[config.mk]
export PLATFORM = sky130hd
export DESIGN_NAME = mux_port_arbiter
export DESIGN_NICKNAME = d
export VERILOG_FILES = /design/src/rtl/mux_port_arbiter.sv
export SDC_FILE = /design/constraint.sdc
export NUM_CORES = 1
export LEC_CHECK = 0
export CORE_ASPECT_RATIO = 1.25
export CORE_MARGIN = 2
export CORE_UTILIZATION = 40
export DETAILED_ROUTE_END_ITERATION = 10
export GPL_TIMING_DRIVEN = 0
export HOLD_SLACK_MARGIN = 0.12
export PLACE_DENSITY_LB_ADDON = 0.3
export RECOVER_POWER = 25
export SYNTH_ARGS = -nofsm -noshare
export SYNTH_HDL_FRONTEND = slang
export SYNTH_SLANG_ARGS = --single-unit
[constraint.sdc]
create_clock -name clk -period 2.5 [get_ports clk]
set_input_delay 0.5 -clock clk [delete_from_list [all_inputs] [get_ports clk]]
set_output_delay 0.5 -clock clk [all_outputs]
set_load 0.005 [all_outputs]
[src/rtl/mux_port_arbiter.sv]
// mux_port_arbiter: round-robin burst arbiter driving a registered WIDTH-bit 2:1 mux between sources A and B.
module mux_port_arbiter #(
    parameter int WIDTH = 32,
    parameter int BURST = 4
) (
    input  logic             clk,
    input  logic             rst,
    input  logic             a_valid,
    input  logic [WIDTH-1:0] a_data,
    output logic             a_ready,
    input  logic             b_valid,
    input  logic [WIDTH-1:0] b_data,
    output logic             b_ready,
    output logic             out_valid,
    output logic [WIDTH-1:0] out_data,
    output logic             out_src,
    input  logic             out_ready,
    output logic             sel,
    output logic             grant_a,
    output logic             grant_b
);
    typedef enum logic [1:0] {IDLE, OWN_A, OWN_B} state_t;

    state_t           r_state, w_state_nx;
    logic             r_last, w_last_nx;
    logic [3:0]       r_cnt, w_cnt_nx;
    logic             r_out_valid;
    logic [WIDTH-1:0] r_out_data;
    logic             r_out_src;
    logic             w_sel, w_can_load, w_x_valid, w_xfer, w_burst_end;
    logic [WIDTH-1:0] w_mux;

    always_comb begin
        w_sel = r_state == OWN_B ? 1'b1 :
                r_state == OWN_A ? 1'b0 :
                (a_valid && b_valid) ? !r_last :
                a_valid ? 1'b0 :
                b_valid ? 1'b1 : r_last;
    end

    assign w_can_load  = !r_out_valid || out_ready;
    assign w_x_valid   = w_sel ? b_valid : a_valid;
    assign w_xfer      = w_x_valid && w_can_load;
    assign w_mux       = w_sel ? b_data : a_data;
    // cnt is 0 in IDLE, so this also covers BURST==1 on the first beat
    assign w_burst_end = (r_cnt + 4'd1) == 4'(BURST);

    always_comb begin
        w_state_nx = r_state;
        w_last_nx  = r_last;
        w_cnt_nx   = r_cnt;
        if (w_xfer) begin
            w_state_nx = w_burst_end ? IDLE : (w_sel ? OWN_B : OWN_A);
            w_last_nx  = w_burst_end ? w_sel : r_last;
            w_cnt_nx   = w_burst_end ? 4'd0 : r_cnt + 4'd1;
        end else if (r_state != IDLE && !w_x_valid) begin
            w_state_nx = IDLE;
            w_last_nx  = w_sel;
            w_cnt_nx   = 4'd0;
        end
    end

    always_ff @(posedge clk) begin
        if (rst) begin
            r_state     <= IDLE;
            r_last      <= 1'b1;
            r_cnt       <= 4'd0;
            r_out_valid <= 1'b0;
            r_out_data  <= '0;
            r_out_src   <= 1'b0;
        end else begin
            r_state <= w_state_nx;
            r_last  <= w_last_nx;
            r_cnt   <= w_cnt_nx;
            if (w_xfer) begin
                r_out_valid <= 1'b1;
                r_out_data  <= w_mux;
                r_out_src   <= w_sel;
            end else if (out_ready) begin
                r_out_valid <= 1'b0;
            end
        end
    end

    assign sel       = w_sel;
    assign a_ready   = !w_sel && w_can_load;
    assign b_ready   = w_sel && w_can_load;
    assign grant_a   = !w_sel && a_valid;
    assign grant_b   = w_sel && b_valid;
    assign out_valid = r_out_valid;
    assign out_data  = r_out_data;
    assign out_src   = r_out_src;
endmodule

==> impl_metrics.env <==
export IMPL_status="finished clean"
export IMPL_fin_crit_ns=2.36
export IMPL_drt_iter0_drc=66
export IMPL_slew_limit_headroom=0.532
export IMPL_crit_fanout=19
export IMPL_clock_sinks=41
export IMPL_dr_total_vias=2264
export IMPL_ys_seq_elements=41
export IMPL_clkLatencyLatePin_ns=0.29
export IMPL_yosysTopAreaCell="dfxtp_1"
export IMPL_ys_async_sr_fraction=0
export IMPL_max_cap_violations=0
export IMPL_wirelength_um=6420
export IMPL_die_y_um=86.1
export IMPL_antenna_cells=0
export IMPL_total_leakage_power_nw=1.35
export IMPL_synth_avg_cell_area_um2=8.66
export IMPL_min_period_over_period=0.945
export IMPL_fmax_mhz=423
export IMPL_fin_ws_ns=0.137
export IMPL_ios=108
export IMPL_dp_cells=416
export IMPL_power_density_mw_per_mm2=622
export IMPL_start_kind="input pin"
export IMPL_cts_tree="built"
export IMPL_fill_cells=439
export IMPL_ant_nets=0
export IMPL_clkTransAtPathRegs_ns=0.08
export IMPL_htree_levels=2
export IMPL_cp_data_required_time_ns=2.00
export IMPL_nNetsFinal=434
export IMPL_slowest_delay_ns=0.52
export IMPL_regArea_um2=822
export IMPL_portBuffers=105
export IMPL_core_mm2=0.00515
export IMPL_slew_violations=0
export IMPL_synth_top_area_frac=0.381
export IMPL_route_detailed_drc=0
export IMPL_vias_per_cell=5.31
export IMPL_num_rows=29
export IMPL_worstMarginPinSlew_ns=0.702
export IMPL_antenna_found_initial=0
export IMPL_synth_edf_count=0
export IMPL_dpl_worst_slack_ns=-0.522
export IMPL_dp_hpwl_um=4780
export IMPL_grt_pass1_wl_um=10500
export IMPL_synthCells=249
export IMPL_hold_viol=0
export IMPL_yosys_warnings=0
export IMPL_critical_path_top_delay_family="buffers and inverters"
export IMPL_start_util=0.418
export IMPL_seq_area_frac_synth=0.381
export IMPL_cts_buffer_depth=2
export IMPL_grt_use_total=0.214
export IMPL_multi_input_area_mm2=0.00117
export IMPL_setup_viol=0
export IMPL_cts_hold_buf=0
export IMPL_drive_gt1_frac=0.154
export IMPL_overflow=0
export IMPL_skew_ns=0.00533
export IMPL_min_path_type="register to register"
export IMPL_vdd_drop_max_mv=0.359
export IMPL_area_delta_synth_final_pct=58.3
export IMPL_cts_root_buffer="clkbuf_8"
export IMPL_synthTopCellsByCount="nand2_1, dfxtp_1, nor2_1, a311oi_2, a21oi_1"
export IMPL_grt_max_degree=13
export IMPL_ys_types=40
export IMPL_synth_ff_type="dfxtp_1"
export IMPL_critPathKind="input pin to output port"
export IMPL_crit_buf_inv=5
export IMPL_yosysMostFrequentCell="nand2_1"
export IMPL_stdcell_count=426
export IMPL_power_mw=2.12
export IMPL_path_cells="buf_2 > inv_2 > mux2i_1 > maj3_2 > buf_8 > inv_8 > clkdlybuf4s50_1"
export IMPL_cts_made_buffers=5
export IMPL_die_area_mm2=0.00600
export IMPL_place_congestion=0.837
export IMPL_reg2reg_from="r_cnt[0]"
export IMPL_dieWidth_um=69.7
export IMPL_synth_nets=320
export IMPL_crit_start="a_valid"
export IMPL_grt_pass1_vias=2320
export IMPL_critPathCaptureType="output port"
export IMPL_ys_top_cells_by_area="dfxtp_1, a311oi_2, nand2_1"
export IMPL_rsz0062_at_grt="false"
export IMPL_hold_path_startpoint="out_data[3]"
export IMPL_cp_slowest_cell="clkdlybuf4s50_1"
export IMPL_firstDrtPassIters=4
export IMPL_cp_arrival_ns=1.86
export IMPL_wl_per_cell_um=15.1
export IMPL_synth_cell_area_mm2=0.00216
-- where the power goes --
part / leakage (nW) / switching [mW] / internal, mW
Clock: 0.0585 / 0.234 / 0.326
Combinational: 0.952 / 0.358 / 0.414
Sequential: 0.340 / 0.0505 / 0.740
Total: 1.35 / 0.642 / 1.48
-- cells by family after synthesis --
kind of cell,count (synthesis),synth area share
simple gates,125,0.246
fa+ha+maj,3,0.0168
compound gates,54,0.272
mux,1,0.00464
flops,41,0.381
xor+xnor,1,0.00406
buf+inv,24,0.0760
-- registers in the layout, indices dropped and copies added, names as in the netlist --
register / count
out_data: 32
r_cnt: 4
r_state: 2
out_src: 1
out_valid: 1
r_last: 1
-- path summary, 6_finish.rpt --
check	depth (start not counted)	endpoint	slack, ns
min	2	out_data[3]	0.50
max reg2reg	5	r_last	0.53
min reg2reg	2	out_data[3]	0.50
max	7	sel	0.14
-- area by class of cell --
type	instances	share of cell area
Buffer	19	0.0392
Clock buffer	7	0.0253
Clock inverter	1	0.00880
Inverter	4	0.00660
Multi-Input combinational cell	184	0.343
Sequential cell	41	0.241
Tap cell	62	0.0227
Timing Repair Buffer	108	0.313
-- layer usage --
metal	global-route usage	wire length, um	vias to the layer above
met5	0	0	-
met4	0.0804	104	0
met3	0.0470	437	9
met2	0.376	3090	83
met1	0.256	2780	1068
li1	-	-	1104
-- stage by stage --
stage / util / hold WS, ns / cell area [um2] / TNS, ns
2_1_floorplan: - / 0.478 / 2160 / 0
3_3_place_gp: 0.637 / 0.477 / 3280 / -2.39
3_5_place_dp: 0.637 / 0.493 / 3280 / -2.37
4_1_cts: 0.664 / 0.504 / 3420 / 0
5_1_grt: 0.662 / 0.533 / 3410 / 0
6_report: 0.662 / 0.500 / 3410 / 0
-- layout by cell type (no fill, tap or decap), types with 2 or more instances in the layout --
master / synthesis / final
a32oi_1: 2 / 2
a21oi_1: 8 / 8
clkbuf_1: 7 / 8
a311oi_2: 25 / 25
a22oi_1: 2 / 2
a311oi_1: 7 / 7
buf_4: 1 / 4
buf_6: 6 / 4
or3_1: 3 / 3
nand2_1: 67 / 67
nor2_1: 40 / 40
ha_1: 2 / 2
nand2b_1: 5 / 5
buf_8: 1 / 2
o21ai_0: 3 / 3
clkbuf_8: 0 / 6
inv_1: 2 / 2
dfxtp_1: 41 / 40
dlygate4sd3_1: 0 / 20
buf_2: 5 / 6
clkdlybuf4s50_1: 0 / 82
-- worst register-to-register path, stage by stage (launching register included) --
cell	delay (ns)
dfxtp_1	0.45
ha_1	0.23
nor4bb_1	0.35
a31oi_1	0.13
or3_1	0.35
a311o_1	0.35
-- repair_timing --
action                     4_1_cts  5_1_grt
pin swaps                        1        0
setup endpoints to repair        5        4
setup buffers                    3        0
gates resized for setup          6        2
(Power assumes the default switching activity.)
